**src/rtl/tipi_link_pkg.sv**
```systemverilog
// Shared definitions for the TIPI RPi-side serial link: command opcodes and
// the link master's state enumeration.
package tipi_link_pkg;

  localparam logic [1:0] OP_WR_RD = 2'b00;
  localparam logic [1:0] OP_WR_RC = 2'b01;
  localparam logic [1:0] OP_RD_TD = 2'b10;
  localparam logic [1:0] OP_RD_TC = 2'b11;

  typedef enum logic [3:0] {
    ST_IDLE,
    ST_SETUP,
    ST_LOAD_HI,
    ST_LOAD_LO,
    ST_BIT_LO,
    ST_BIT_HI,
    ST_LATCH_HI,
    ST_LATCH_LO,
    ST_DONE
  } link_state_t;

  // Left opcode bit selects the TI-originated (read) registers.
  function automatic logic op_is_read(input logic [1:0] op);
    return op[1];
  endfunction

endpackage

```
**src/rtl/tipi_link_sync.sv**
```systemverilog
// Two-flop synchronizer for an asynchronous level input, cleared by reset.
module tipi_link_sync (
  input  logic clk,
  input  logic reset,
  input  logic d,
  output logic q
);

  logic meta;

  always_ff @(posedge clk or posedge reset) begin
    if (reset) begin
      meta <= '0;
      q    <= '0;
    end else begin
      meta <= d;
      q    <= meta;
    end
  end

endmodule

```
**src/rtl/tipi_rpi_link.sv**
```systemverilog
// Serial-link master driving the TIPI CPLD shift interface: one byte per
// command, written into RD/RC or read back from TD/TC, MSB (bit 0) first.
module tipi_rpi_link
  import tipi_link_pkg::*;
#(
  parameter int unsigned CLK_DIV = 4
) (
  input  logic       clk,
  input  logic       reset,
  input  logic       cmd_valid,
  output logic       cmd_ready,
  input  logic [0:1] cmd_op,
  input  logic [0:7] cmd_data,
  output logic       rsp_valid,
  output logic [0:7] rsp_data,
  output logic       abort,
  input  logic       ti_reset_req,
  output logic       r_clk,
  output logic       r_le,
  output logic       r_rt,
  output logic       r_dc,
  output logic       r_dout,
  input  logic       r_din
);

  localparam logic [7:0] TICK_RELOAD = 8'(CLK_DIV - 1);

  link_state_t state, state_nx;
  logic [7:0]  tick;
  logic [2:0]  bit_cnt;
  logic [1:0]  op_q;
  logic [7:0]  data_q;
  logic [7:0]  shift_q;
  logic [7:0]  rsp_q;
  logic        sync_rst;
  logic        tick_end;
  logic        is_read;

  tipi_link_sync u_sync (
    .clk   (clk),
    .reset (reset),
    .d     (ti_reset_req),
    .q     (sync_rst)
  );

  assign tick_end = (tick == '0);
  assign is_read  = op_is_read(op_q);

  always_ff @(posedge clk or posedge reset) begin
    if (reset) begin
      state   <= ST_IDLE;
      tick    <= TICK_RELOAD;
      bit_cnt <= '0;
      op_q    <= '0;
      data_q  <= '0;
      shift_q <= '0;
      rsp_q   <= '0;
    end else begin
      state <= state_nx;
      if (state_nx != state) begin
        tick <= TICK_RELOAD;
      end else if (state != ST_IDLE) begin
        tick <= tick - 8'd1;
      end
      if (state == ST_IDLE && cmd_valid && !sync_rst) begin
        op_q    <= cmd_op;
        data_q  <= cmd_data;
        bit_cnt <= '0;
      end
      if (state == ST_BIT_HI && tick_end) begin
        bit_cnt <= bit_cnt + 3'd1;
      end
      // Sample just before r_clk rises; first bit ends up as the MSB.
      if (state == ST_BIT_LO && tick_end && is_read) begin
        shift_q <= {shift_q[6:0], r_din};
      end
      if (state == ST_DONE && is_read && !sync_rst) begin
        rsp_q <= shift_q;
      end
    end
  end

  always_comb begin
    state_nx  = state;
    cmd_ready = 1'b0;
    rsp_valid = 1'b0;
    abort     = 1'b0;
    r_clk     = 1'b0;
    r_le      = 1'b0;
    r_rt      = 1'b0;
    r_dc      = 1'b0;
    r_dout    = 1'b0;
    rsp_data  = rsp_q;

    case (state)
      ST_IDLE:     if (cmd_valid) state_nx = ST_SETUP;
      ST_SETUP:    if (tick_end) state_nx = is_read ? ST_LOAD_HI : ST_BIT_LO;
      ST_LOAD_HI:  if (tick_end) state_nx = ST_LOAD_LO;
      ST_LOAD_LO:  if (tick_end) state_nx = ST_BIT_LO;
      ST_BIT_LO:   if (tick_end) state_nx = ST_BIT_HI;
      ST_BIT_HI: begin
        if (tick_end) begin
          if (bit_cnt == 3'd7) begin
            state_nx = is_read ? ST_DONE : ST_LATCH_HI;
          end else begin
            state_nx = ST_BIT_LO;
          end
        end
      end
      ST_LATCH_HI: if (tick_end) state_nx = ST_LATCH_LO;
      ST_LATCH_LO: if (tick_end) state_nx = ST_DONE;
      ST_DONE:     state_nx = ST_IDLE;
      default:     state_nx = ST_IDLE;
    endcase

    // A synchronized TI reset overrides everything and quiets the link at once.
    if (sync_rst) begin
      state_nx = ST_IDLE;
      abort    = (state != ST_IDLE);
    end else begin
      cmd_ready = (state == ST_IDLE);
      if (state != ST_IDLE) begin
        r_rt = op_q[1];
        r_dc = op_q[0];
      end
      r_clk = (state == ST_BIT_HI);
      r_le  = (state == ST_LOAD_HI) || (state == ST_LATCH_HI);
      if (!is_read && (state == ST_BIT_LO || state == ST_BIT_HI)) begin
        r_dout = data_q[3'd7 - bit_cnt];
      end
      if (state == ST_DONE) begin
        rsp_valid = 1'b1;
        if (is_read) rsp_data = shift_q;
      end
    end
  end

endmodule

```
**config.mk**
```make
export PLATFORM = sky130hd
export DESIGN_NAME = tipi_rpi_link
export DESIGN_NICKNAME = d
export VERILOG_FILES = /design/src/rtl/tipi_link_pkg.sv /design/src/rtl/tipi_link_sync.sv /design/src/rtl/tipi_rpi_link.sv
export SDC_FILE = /design/constraint.sdc
export NUM_CORES = 1
export LEC_CHECK = 0
export CAP_MARGIN = 20
export CORE_MARGIN = 2
export CORE_UTILIZATION = 32
export CTS_CLUSTER_SIZE = 12
export DETAILED_ROUTE_END_ITERATION = 12
export PLACE_DENSITY = 0.48
export REMOVE_ABC_BUFFERS = 1
export SETUP_SLACK_MARGIN = 0.5
export SYNTH_ARGS = -nofsm -noshare
export SYNTH_HDL_FRONTEND = slang
export SYNTH_SLANG_ARGS = --single-unit
```
**constraint.sdc**
```tcl
create_clock -name clk -period 2.7 [get_ports clk]
set_clock_uncertainty 0.2 [all_clocks]
set_input_delay 0.405 -clock clk [delete_from_list [all_inputs] [get_ports clk]]
set_output_delay 0.405 -clock clk [all_outputs]
set_load 0.01 [all_outputs]
```
==> results of run 1 <==
-- logic make-up after synthesis --
| logic type | share of synthesized area [%] |
|---|---|
| adder cells (fa/ha/maj) | 1.783 |
| buffers and inverters | 2.139 |
| AND/OR/NAND/NOR | 16.04 |
| multiplexers | 22.22 |
| AO/OA/AOI/OAI | 4.100 |
| XOR/XNOR | 2.496 |
| flip-flops | 51.22 |
-- stage by stage --
step           instance area [µm²]  worst slack, ps
2_1_floorplan                 2076            26.50
3_3_place_gp                  2570            21.54
3_5_place_dp                  2570           -4.707
4_1_cts                       2858            32.76
5_1_grt                       3062           -54.89
6_report                      3062            31.13
-- synthesized netlist by cell type --
master and number:
a211oi_1 1, nand4_2 1, o21ai_0 6, or4b_1 1, mux2_2 34, a21oi_1 4
and3b_1 1, nand2_1 10, nand4_1 2, and3_1 1, inv_1 4, xnor2_1 1
nor4b_4 1, mux4_2 2, nor2b_1 1, o21bai_1 1, nand2b_1 2, dfrtp_1 41
nor3_1 2, or4b_2 1, or4_4 1, mux2i_1 4, xor2_1 5, nand3_1 3
nor2_1 15, o32a_1 1, dfstp_2 2, ha_1 3, nand4b_1 2, o32a_2 1
nor3b_1 3, and2_1 1, nor4_1 5, and3_2 1, or4_1 1, or2_2 1
or3_1 1, clkbuf_1 8
-- state kept, by name, summed over array words and instances (netlist names) --
name and flops:
u_sync.q 1, rsp_q 8, state 4, tick 8
bit_cnt 3, data_q 8, shift_q 8, u_sync.meta 1
op_q 2
-- what timing repair did --
item,CTS,global route
endpoints found under the setup margin,25,48
hold buffers,0,0
gates resized for setup,79,41
setup buffers,15,9
pin swaps,6,12
hold endpoints to repair,0,0
-- cell type report --
type                    count  area (µm²)
multi-input cells         120        1126
fillers                   575        3288
clock inverters             3       43.79
repair buffers             67       626.9
inverters                   4       18.77
flip-flops and latches     43        1081
clock buffers               5       68.82
well taps                  77       96.34
-- power by group through the flow --
| stage | clock, mW | sequential (mW) | combinational, mW |
|---|---|---|---|
| global route | 0.560 | 0.740 | 0.298 |
| global placement | 0 | 0.743 | 0.208 |
| finish | 0.499 | 0.733 | 0.274 |
| detailed placement | 0 | 0.745 | 0.213 |
| floorplan | 0 | 0.738 | 0.132 |
| CTS | 0.519 | 0.732 | 0.233 |
-- routing by layer --
| metal | vias to the layer above | routed length, µm | track usage, % |
|---|---|---|---|
| met3 | 4 | 206 | 3.891 |
| met1 | 809 | 2134 | 18.42 |
| met2 | 29 | 2550 | 22.80 |
| li1 | 758 | - | - |
| met5 | - | 0 | 0 |
| met4 | 0 | 23 | 3.463 |
-- how the worst max path moves through the flow --
stage | depth (start not counted) | endpoint | start | slack, ps
after detailed placement | 6 | rsp_data[3] | state[2]$_DFF_PP0_ | -5
after floorplan | 4 | rsp_data[0] | state[2]$_DFF_PP0_ | 30
after CTS | 7 | rsp_data[0] | state[2]$_DFF_PP0_ | 30
after global placement | 6 | rsp_data[3] | state[2]$_DFF_PP0_ | 20
after global routing | 7 | rsp_data[0] | state[2]$_DFF_PP0_ | -50
final | 7 | rsp_data[0] | state[2]$_DFF_PP0_ | 30
-- critical path, stage by stage (launching register included) --
cell     delay, ps
dfrtp_1        400
or3_4          410
nor3b_4        210
nand2_2         80
buf_8          140
buf_12         130
mux2_2         280
buf_6          120
==> flow_summary.ini, run 1 <==
[synthesis]
yosys.area.top_type_share_pct = 48.72
avgSynthCellArea_um2 = 12.03
synth_seq_area_share_pct = 51.22
netlist_top_cells_area = dfrtp_1 (49%), mux2_2 (18%), nor2_1 (2.7%)
yosys.cell_types.count = 38
ys.warnings.count = 0
netlist_instances = 175
synth_area_um2 = 2106
ys_ff_latch = 43
yosysTopAreaCell = dfrtp_1

[setup_path]
regToRegStartpoint = tick[4]$_DFFE_PP0P_
reg2reg_slack_ps = 320
r2r_cells = 5
cp-end-kind = output port
path_class = flop to output port
r2r_end = bit_cnt[0]$_DFFE_PP0P_
start_kind = flop
arrival_ps = 2060
worstPathMaxFanout = 7
cp.required_ps = 2100

[cells_and_area]
antenna_cells = 0
layout_common_cells = dfrtp_1 (39), mux2_2 (34), buf_4 (25), buf_6 (20), clkdlybuf4s50_1 (14)
final_util_pct = 48.22
final_common_cell = dfrtp_1
drive_above_1_share_pct = 54.96
nets = 259
layout.cells.non_filler = 319
area_growth_pct = 45.40

[sta]
drv_slew = 0
rsz0062_at_grt = yes
finalCriticalPeriod_ps = 2669
final-setup-viol-count = 0
fin_crit_sh_pct = 98.85
worst_slew_pin_slew_ps = 549.1
finalHoldViolations = 0
max_slew_margin_pct = 63.39
fmax_mhz = 374.7
holdWs_ps = 187.7
finalSetupTns_ps = 0

[power]
peakVddDrop_mv = 0.2857
comb_power_share_pct = 18.2
p_leak_nw = 1.436
p_seq_share_pct = 48.7
internal_power_mw = 1.126
powerDensity_nw_per_um2 = 491.9
p_sw_mw = 0.3800
power.total_mw = 1.506
p_sw_share_pct = 25.24
clkPwrFrac_pct = 33.2

[cts]
clock_sinks = 43
clk_latency_ps = 290
cts_root_buffer = clkbuf_8
cts_made_buffers = 5
cts_tree = done
htreeDepth = 2
clk_pin_slew_worst_paths_ps = 90
clock_path_buffers = 2

[floorplan]
num_io_pins = 31
die_h_um = 85.12
row_count = 29
die_area_um2 = 7245
core_area_um2 = 6350
die_w_um = 85.12
initial_core_util_pct = 33.16

[detailed_routing]
wl_um = 4914
dr.pass1.iters = 4
drt_iter0_drc = 52
avgRoutedWirePerCell_um = 15.40
drc = 0
postRouteAntennaNets = 0
vias_per_cell = 5.016
route.vias.total = 1600

[place]
gp_congestion = 0.8487
placedCellCount = 287
buffer_ports.inserted = 30
hpwlAfterDp_um = 3143

[global_route]
grt_usage_pct = 13.96
grt_pass1_vias = 1675
grt_max_degree = 44
grt_overflow = 0
antenna_found_initial = 0
grt_pass1_wl_um = 8073

[flow_run]
cap_violations = 0

[worst_hold_path]
whs_path_depth = 0
min_from = u_sync.meta$_DFF_PP0_
hold_end = u_sync.q$_DFF_PP0_
hold_path_class = flop to flop

[run_status]
status = complete, no violations
No activity file was read; power rests on OpenSTA's default activity.
==> run 2, diff against run 1 <==
--- a/config.mk
+++ b/config.mk
@@ -6,8 +6,9 @@
 export NUM_CORES = 1
 export LEC_CHECK = 0
 export CAP_MARGIN = 20
-export CORE_MARGIN = 2
+export CORE_MARGIN = 10
 export CORE_UTILIZATION = 32
+export CTS_CLUSTER_DIAMETER = 150
 export CTS_CLUSTER_SIZE = 12
 export DETAILED_ROUTE_END_ITERATION = 12
 export PLACE_DENSITY = 0.48
==> run 2 against run 1 <==
- total power rose by 1.1%
- clock-buffer cell count rose by 1
- critical path type unchanged
- highest routed layer unchanged
- hold slack got worse by 36 ps
- largest power group unchanged
- first-iteration DRC count did not move
==> flow_summary.ini, run 2 (synthesis gave the netlist of run 1 again) <==
[place]
buffer_ports.inserted = 30
gp_congestion = 0.8665
hpwlAfterDp_um = 3352
placedCellCount = 288
pre_cts_ws_ps = -1.898

[cells_and_area]
layout.cells.non_filler = 314
final_common_cell = dfrtp_1
area_growth_pct = 39.69
drive_above_1_share_pct = 48.52
register_area_um2 = 1082
antenna_cells = 0
fill_cells = 591
layout_common_cells = dfrtp_1 (38), mux2_2 (34), buf_4 (29), clkdlybuf4s50_1 (14), nor2_1 (13)
multi_input_area_um2 = 1075
nets = 254

[floorplan]
initial_core_util_pct = 32.97
core_area_um2 = 6386
die_area_um2 = 10230
die_h_um = 101.1
row_count = 29
die_w_um = 101.1
num_io_pins = 31

[power]
peakVddDrop_mv = 0.2988
powerDensity_nw_per_um2 = 517.5
p_leak_nw = 1.406

[worst_hold_path]
hold_path_class = flop to flop

[cts]
htreeDepth = 2
clock_path_buffers = 2
cts_root_buffer = clkbuf_8
cts_made_buffers = 5
cts_tree = done
clk_pin_slew_worst_paths_ps = 90
clock_sinks = 43
clk_latency_ps = 290

[global_route]
grt_overflow = 0
grt_pass1_vias = 1645
antenna_found_initial = 0
grt_max_degree = 44
grt_usage_pct = 9.966
grt_pass1_wl_um = 8217

[sta]
fin_ws_ps = 122.6
finalHoldViolations = 0
fmax_mhz = 388.0
drv_slew = 0
final-setup-viol-count = 0
worst_slew_pin_slew_ps = 552.1
max_slew_margin_pct = 63.19
holdWs_ps = 152.2
fin_crit_sh_pct = 95.46
rsz0062_at_grt = yes
finalCriticalPeriod_ps = 2577

[detailed_routing]
route.vias.total = 1562
postRouteAntennaNets = 0
avgRoutedWirePerCell_um = 15.89
wl_um = 4988
dr.pass1.iters = 4
drc = 0
drt_iter0_drc = 52
vias_per_cell = 4.975

[setup_path]
path_class = flop to output port
cp-end-kind = output port
cp.required_ps = 2100
reg2reg_slack_ps = 490
start_kind = flop
worstPathMaxFanout = 7
arrival_ps = 1970

[run_status]
status = complete, no violations

[flow_run]
cap_violations = 0
[run 2: repair_timing]
| item | in CTS | in global routing |
|---|---|---|
| pin swaps | 4 | 2 |
| gates cloned | 1 | 0 |
| resized for setup | 83 | 10 |
| hold endpoints to repair | 0 | 0 |
| buffers inserted | 12 | 5 |
| endpoints found under the setup margin | 28 | 45 |
| hold buffers | 0 | 0 |
[run 2: path summary, 6_finish.rpt]
check,startpoint,endpoint,cells after the start
worst max-delay path,state[2]$_DFF_PP0_,rsp_data[3],6
worst min-delay path,u_sync.meta$_DFF_PP0_,u_sync.q$_DFF_PP0_,0
worst max register to register,tick[3]$_DFFE_PP0P_,bit_cnt[0]$_DFFE_PP0P_,4
worst min register to register,u_sync.meta$_DFF_PP0_,u_sync.q$_DFF_PP0_,0
max in group asynchronous,reset,tick[2]$_DFFE_PP0P_,3
min in group asynchronous,reset,data_q[2]$_DFFE_PP0P_,3
[run 2: stage by stage]
stage / setup TNS, ps / util, % / cell area [µm²] / total power, mW
floorplan: 0 / - / 2076 / 0.8699
global placement: 0 / 40.36 / 2577 / 0.9562
detailed placement: -1.898 / 40.36 / 2577 / 0.9627
CTS: 0 / 44.57 / 2846 / 1.508
global route: 0 / 46.06 / 2942 / 1.594
finish: 0 / 46.06 / 2942 / 1.522
[run 2: cell type report]
| type | count | share of cell area, % |
|---|---|---|
| Multi-Input combinational cell | 120 | 36.54 |
| Clock inverter | 2 | 1.191 |
| Timing Repair Buffer | 62 | 18.76 |
| Inverter | 4 | 0.6380 |
| Sequential cell | 43 | 36.79 |
| Clock buffer | 6 | 2.807 |
| Tap cell | 77 | 3.275 |
[run 2: routing by layer]
layer  share of wire [%]  wire (µm)  track usage (%)
met2                  47       2348            15.43
met4                 1.5         74            3.001
met3                 6.6        327            3.909
met1                  45       2238            12.51
met5                   0          0                0
[run 2: report_power, final]
part           internal [mW]  switching (mW)
sequential             0.697          0.0299
combinational          0.146           0.123
clock                  0.300           0.227
total                   1.14           0.380
[run 2: critical path, cell delays in order, from the launching register on]
cell and delay, ps:
dfrtp_1 390, or3_4 400, nor3b_4 220, nand2_2 110, buf_6 150, mux2_2 280
buf_6 120
==> run 3, diff against run 2 <==
--- a/config.mk
+++ b/config.mk
@@ -11,6 +11,7 @@
 export CTS_CLUSTER_DIAMETER = 150
 export CTS_CLUSTER_SIZE = 12
 export DETAILED_ROUTE_END_ITERATION = 12
+export GPL_ROUTABILITY_DRIVEN = 0
 export PLACE_DENSITY = 0.48
 export REMOVE_ABC_BUFFERS = 1
 export SETUP_SLACK_MARGIN = 0.5
==> results of run 3 <==
The final DEF is identical to that of run 2; final timing and power are the same.
